[src/rtl/qbus_initiator.sv]
// QBUS DATI/DATO(B) bus-cycle initiator with a 2-flop RRPLY synchronizer and registered bus strobes.
// Optional reply timeout (NXM) is built only when QBUS_INITIATOR_TIMEOUT_EN is defined.
module qbus_initiator #(
  parameter int ADDR_SETUP = 3,
  parameter int ADDR_HOLD  = 2,
  parameter int TIMEOUT    = 200
) (
  input  logic        clk20,
  input  logic        reset,
  input  logic        start,
  input  logic        bus_master,
  input  logic        write,
  input  logic        byte_wr,
  input  logic [21:0] addr,
  input  logic        bs7,
  input  logic [15:0] wdata,
  input  logic        RRPLY,
  input  logic [15:0] RDL,
  output logic        TSYNC,
  output logic        TDIN,
  output logic        TDOUT,
  output logic        TWTBT,
  output logic        TBS7,
  output logic [21:0] TDAL,
  output logic        dal_tx,
  output logic        busy,
  output logic        done,
  output logic        nxm,
  output logic [15:0] rdata
);
  localparam int PMAX = (ADDR_SETUP > ADDR_HOLD) ? ADDR_SETUP : ADDR_HOLD;
  localparam int PW   = $clog2(PMAX + 1);
  localparam logic [PW-1:0] SETUP_LAST = PW'(ADDR_SETUP - 1);
  localparam logic [PW-1:0] HOLD_LAST  = PW'(ADDR_HOLD - 1);

  typedef enum logic [2:0] {
    S_IDLE, S_ADDR, S_SYNC, S_DATA, S_WAIT, S_LATCH, S_END, S_RELEASE
  } state_t;

  state_t state_q, state_d;
  logic [PW-1:0] ph_cnt_q, ph_cnt_d;
  logic        wr_q, wr_d, byte_q, byte_d;
  logic [15:0] wdata_q, wdata_d, rdata_q, rdata_d;
  logic        tsync_q, tsync_d, tdin_q, tdin_d, tdout_q, tdout_d;
  logic        twtbt_q, twtbt_d, tbs7_q, tbs7_d, dal_tx_q, dal_tx_d;
  logic [21:0] tdal_q, tdal_d;
  logic        busy_q, busy_d, done_q, done_d;
  logic        rrply_s1_q, rrply_s2_q;
`ifdef QBUS_INITIATOR_TIMEOUT_EN
  localparam int TW = $clog2(TIMEOUT + 1);
  localparam logic [TW-1:0] TO_LAST = TW'(TIMEOUT - 1);
  logic [TW-1:0] to_cnt_q, to_cnt_d;
  logic          nxm_q, nxm_d;
`endif

  always_ff @(posedge clk20 or posedge reset) begin
    if (reset) state_q <= S_IDLE;
    else       state_q <= state_d;
  end

  always_comb begin
    state_d = state_q;
    case (state_q)
      S_IDLE:    if (start && bus_master) state_d = S_ADDR;
      S_ADDR:    if (ph_cnt_q == SETUP_LAST) state_d = S_SYNC;
      S_SYNC:    if (ph_cnt_q == HOLD_LAST) state_d = S_DATA;
      S_DATA:    state_d = S_WAIT;
      S_WAIT: begin
        if (rrply_s2_q) state_d = S_LATCH;
`ifdef QBUS_INITIATOR_TIMEOUT_EN
        else if (to_cnt_q == TO_LAST) state_d = S_END;
`endif
      end
      S_LATCH:   state_d = S_END;
      S_END:     if (!rrply_s2_q) state_d = S_RELEASE;
      S_RELEASE: state_d = S_IDLE;
      default:   state_d = S_IDLE;
    endcase
  end

  always_comb begin
    ph_cnt_d = '0;
    wr_d     = wr_q;
    byte_d   = byte_q;
    wdata_d  = wdata_q;
    rdata_d  = rdata_q;
    tsync_d  = tsync_q;
    tdin_d   = tdin_q;
    tdout_d  = tdout_q;
    twtbt_d  = twtbt_q;
    tbs7_d   = tbs7_q;
    dal_tx_d = dal_tx_q;
    tdal_d   = tdal_q;
    busy_d   = busy_q;
    done_d   = 1'b0;
`ifdef QBUS_INITIATOR_TIMEOUT_EN
    to_cnt_d = to_cnt_q;
    nxm_d    = nxm_q;
`endif
    case (state_q)
      S_IDLE: begin
        if (start && bus_master) begin
          wr_d     = write;
          byte_d   = byte_wr;
          wdata_d  = wdata;
          busy_d   = 1'b1;
          dal_tx_d = 1'b1;
          tdal_d   = addr;
          tbs7_d   = bs7;
          twtbt_d  = write;
`ifdef QBUS_INITIATOR_TIMEOUT_EN
          nxm_d    = 1'b0;
`endif
        end
      end
      S_ADDR: begin
        if (ph_cnt_q == SETUP_LAST) tsync_d = 1'b1;
        else                        ph_cnt_d = ph_cnt_q + 1'b1;
      end
      S_SYNC: begin
        if (ph_cnt_q == HOLD_LAST) begin
          tbs7_d = 1'b0;
          if (wr_q) begin
            tdal_d   = {6'b0, wdata_q};
            twtbt_d  = byte_q;
            dal_tx_d = 1'b1;
          end else begin
            // Release the lines before asserting TDIN so the slave can drive data.
            tdal_d   = '0;
            twtbt_d  = 1'b0;
            dal_tx_d = 1'b0;
            tdin_d   = 1'b1;
          end
        end else begin
          ph_cnt_d = ph_cnt_q + 1'b1;
        end
      end
      S_DATA: begin
        if (wr_q) tdout_d = 1'b1;
`ifdef QBUS_INITIATOR_TIMEOUT_EN
        to_cnt_d = '0;
`endif
      end
      S_WAIT: begin
`ifdef QBUS_INITIATOR_TIMEOUT_EN
        if (!rrply_s2_q) begin
          if (to_cnt_q == TO_LAST) begin
            nxm_d   = 1'b1;
            tdin_d  = 1'b0;
            tdout_d = 1'b0;
          end else begin
            to_cnt_d = to_cnt_q + 1'b1;
          end
        end
`endif
      end
      S_LATCH: begin
        if (!wr_q) rdata_d = RDL;
        tdin_d  = 1'b0;
        tdout_d = 1'b0;
      end
      S_END: begin
        if (!rrply_s2_q) begin
          tsync_d  = 1'b0;
          dal_tx_d = 1'b0;
          twtbt_d  = 1'b0;
          tdal_d   = '0;
          busy_d   = 1'b0;
          done_d   = 1'b1;
        end
      end
      default: ;
    endcase
  end

  always_ff @(posedge clk20 or posedge reset) begin
    if (reset) begin
      ph_cnt_q   <= '0;
      wr_q       <= 1'b0;
      byte_q     <= 1'b0;
      wdata_q    <= '0;
      rdata_q    <= '0;
      tsync_q    <= 1'b0;
      tdin_q     <= 1'b0;
      tdout_q    <= 1'b0;
      twtbt_q    <= 1'b0;
      tbs7_q     <= 1'b0;
      dal_tx_q   <= 1'b0;
      tdal_q     <= '0;
      busy_q     <= 1'b0;
      done_q     <= 1'b0;
      rrply_s1_q <= 1'b0;
      rrply_s2_q <= 1'b0;
`ifdef QBUS_INITIATOR_TIMEOUT_EN
      to_cnt_q   <= '0;
      nxm_q      <= 1'b0;
`endif
    end else begin
      ph_cnt_q   <= ph_cnt_d;
      wr_q       <= wr_d;
      byte_q     <= byte_d;
      wdata_q    <= wdata_d;
      rdata_q    <= rdata_d;
      tsync_q    <= tsync_d;
      tdin_q     <= tdin_d;
      tdout_q    <= tdout_d;
      twtbt_q    <= twtbt_d;
      tbs7_q     <= tbs7_d;
      dal_tx_q   <= dal_tx_d;
      tdal_q     <= tdal_d;
      busy_q     <= busy_d;
      done_q     <= done_d;
      rrply_s1_q <= RRPLY;
      rrply_s2_q <= rrply_s1_q;
`ifdef QBUS_INITIATOR_TIMEOUT_EN
      to_cnt_q   <= to_cnt_d;
      nxm_q      <= nxm_d;
`endif
    end
  end

  assign TSYNC  = tsync_q;
  assign TDIN   = tdin_q;
  assign TDOUT  = tdout_q;
  assign TWTBT  = twtbt_q;
  assign TBS7   = tbs7_q;
  assign TDAL   = tdal_q;
  assign dal_tx = dal_tx_q;
  assign busy   = busy_q;
  assign done   = done_q;
  assign rdata  = rdata_q;
`ifdef QBUS_INITIATOR_TIMEOUT_EN
  assign nxm    = nxm_q;
`else
  assign nxm    = 1'b0;
`endif
endmodule

[config.mk]
export PLATFORM = sky130hd
export DESIGN_NAME = qbus_initiator
export DESIGN_NICKNAME = d
export VERILOG_FILES = /design/src/rtl/qbus_initiator.sv
export SDC_FILE = /design/constraint.sdc
export NUM_CORES = 1
export LEC_CHECK = 0
export CORE_MARGIN = 3
export CORE_UTILIZATION = 45
export DETAILED_ROUTE_END_ITERATION = 6
export GPL_TIMING_DRIVEN = 0
export PLACE_DENSITY = 0.84
export SYNTH_ARGS = -nofsm -noshare
export SYNTH_HDL_FRONTEND = slang
export SYNTH_SLANG_ARGS = --single-unit
[constraint.sdc]
create_clock -name clk20 -period 2.7 [get_ports clk20]
set_input_delay 0.405 -clock clk20 [delete_from_list [all_inputs] [get_ports clk20]]
set_output_delay 0.405 -clock clk20 [all_outputs]
set_load 0.01 [all_outputs]
==> flow_summary.toml <==
[run_status]
run_status = "complete, no violations"

[job]
cap_violations = 0

[drt]
vias = 2318
wl_met2_mm = 3.78
ant_nets = 0
wl_mm = 7.86
wl_per_cell_um = 17.2
drc_errors = 0
viasPerCell = 5.06
dr.max_layer_used = "met4"
wl_met1_mm = 3.24
drt-initial-drc-count = 92
wl_met3_um = 587
firstDrtPassIters = 4

[finish]
design_area_um2 = 4660
n_antenna_cell = 0
synthToLayoutAreaGrowth_pct = 43.6
drive_above_1_share_pct = 23.8
final_nets = 423
mostFrequentLayoutCells = "clkdlybuf4s50_1, dfrtp_1, mux2_4, mux2_2, nand2_1"
layout_commonest_cell = "clkdlybuf4s50_1"

[clock_tree]
clk_pin_slew_worst_paths_ns = 0.08
clk_path_buf_depth = 2
h-tree-depth = 3
hold_buffers = 0
cts_resized = 0
cts_tree = "built"
insertion_delay_ns = 0.35
cts-buffers-inserted = 9
clock_sinks = 71
ctsRootBufferMaster = "clkbuf_8"
cts_setup_buffers = 0

[sta]
timing.hold.ws_ns = 0.354
rsz0062_at_grt = "no"
tightest_slew_ns = 0.851
skew_ns = 0.0124
max_freq_mhz = 482
hold_viol = 0
setup_viol = 0
fin_crit_sh_pct = 76.8
period_minus_slack_ns = 2.07
drv_slew = 0
relSlewSlack_pct = 43.3

[grt]
grt_pass1_vias = 2459
grt_pass1_wl_mm = 13.0
grt_usage_pct = 20.4
antenna_found_initial = 0
overflow = 0
grt_max_degree = 72

[setup_path]
crit_family = "flip-flops"
crit_buf_inv = 2
criticalPathCategory = "register to register"
cp-startpoint = "state_q[0]"
cp_max_fo = 10
crit_chain = "inv_1 -> ha_1 -> nor2b_1 -> a32oi_4 -> o211ai_4 -> buf_6 -> mux2_4"
regToRegStartpoint = "state_q[0]"
crit_path_start_kind = "register"
end_kind = "register"
max_stage_delay_ns = 0.40
crit_arrival_ns = 2.31
critical_path.slowest_cell = "dfrtp_1"
crit_required_ns = 2.94

[synthesis]
synth_cell_types = 35
syn-instance-count = 239
synth_area_um2 = 3250
ys_top_cells_by_area = "dfrtp_1, mux2_4, mux2_2"
synth_ff_type = "dfrtp_1"
synth_top_cell_area_share_pct = 54.7
syn_nets = 305
syn_area_per_cell_um2 = 13.6
synth_edf_count = 0
synth_top_area_cell = "dfrtp_1"
synth-seq-cells = 71
ys_async_sr_fraction_pct = 100
ys_seq_area_share_pct = 54.7
yosys_warnings = 0

[power_and_ir_drop]
leakagePower_nw = 2.06
vdd_ir_drop_max_mv = 0.494
finalPower_mw = 5.53
p_per_area_nw_per_um2 = 1190

[die]
initial_core_util_pct = 47.0
pin_count = 109
core_um2 = 6910
dieArea_um2 = 8270
die_w_um = 90.9
rows = 30
die_y_um = 90.9

[placed_design]
gp_congestion = 0.865
dpl.hpwl_mm = 5.58
io_buffer_count = 107
dpl_cell_area_um2 = 4440

[worst_hold_path]
hp-class = "register to register"
worstHoldStart = "rrply_s1_q"
==> registers in the layout, indices dropped and copies added (netlist names) <==
register,count
dal_tx,1
done,1
rrply_s2_q,1
rdata,16
state_q,3
ph_cnt_q,2
wdata_q,16
TSYNC,1
TDOUT,1
TDIN,1
TWTBT,1
byte_q,1
wr_q,1
TDAL,22
rrply_s1_q,1
TBS7,1
busy,1
==> synth_stat cells (2+ instances only) <==
library cell and count:
dfrtp_1 71, mux2_4 30, o2bb2ai_1 18, mux2_2 27, a211oi_1 2, a31oi_1 2
o21ai_0 2, buf_1 2, buf_2 5, nor2_1 4, a21oi_1 3, ha_1 4
a2bb2oi_1 2, nand2_1 25, buf_6 3, nor2b_1 9, clkbuf_1 4, inv_1 7
nand3_1 2, or3_1 2
==> cell type report <==
type | instances | area [µm²]
Buffer | 15 | 88.8
Clock buffer | 11 | 141
Clock inverter | 5 | 81.3
Fill cell | 524 | 2240
Inverter | 8 | 32.5
Multi-Input combinational cell | 145 | 1350
Sequential cell | 71 | 1780
Tap cell | 96 | 120
Timing Repair Buffer | 107 | 1070
==> path summary, 6_finish.rpt <==
kind | to | slack (ns) | depth (start not counted)
min reg2reg | rrply_s2_q | 0.35 | 0
max reg2reg | TDAL[13] | 0.63 | 7
max | TDAL[13] | 0.63 | 7
min | rrply_s2_q | 0.35 | 0
min in group asynchronous | rdata[6] | 0.58 | 2
max in group asynchronous | state_q[0] | 1.55 | 2
==> per-layer routing <==
metal	global-route usage (%)	vias up
met5	0	-
li1	-	1078
met4	9.05	0
met2	32.3	95
met3	7.83	21
met1	24.8	1124
==> metrics by stage <==
stage	setup slack, ns	utilization [%]	std cells	setup TNS [ns]
2_1_floorplan	0.498	-	239	0
3_3_place_gp	-0.656	64.2	442	-46.23
3_5_place_dp	0.613	64.3	442	0
4_1_cts	0.618	67.5	458	0
5_1_grt	0.454	67.5	458	0
6_report	0.626	67.5	458	0
==> power breakdown <==
part	leakage, nW	total [mW]	switching [mW]	internal, mW
Clock	0.110	0.954	0.408	0.546
Sequential	0.863	1.86	0.294	1.57
Combinational	1.09	2.72	1.10	1.61
Total	2.06	5.53	1.81	3.73
==> logic make-up after synthesis <==
kind of cell	count (synthesis)	synth area share, %
mux	59	23.9
flops	71	54.7
simple gates	47	6.86
compound gates	34	9.17
other cells	1	0.116
fa+ha+maj	4	1.54
buf+inv	23	3.66
(Power assumes the default switching activity.)
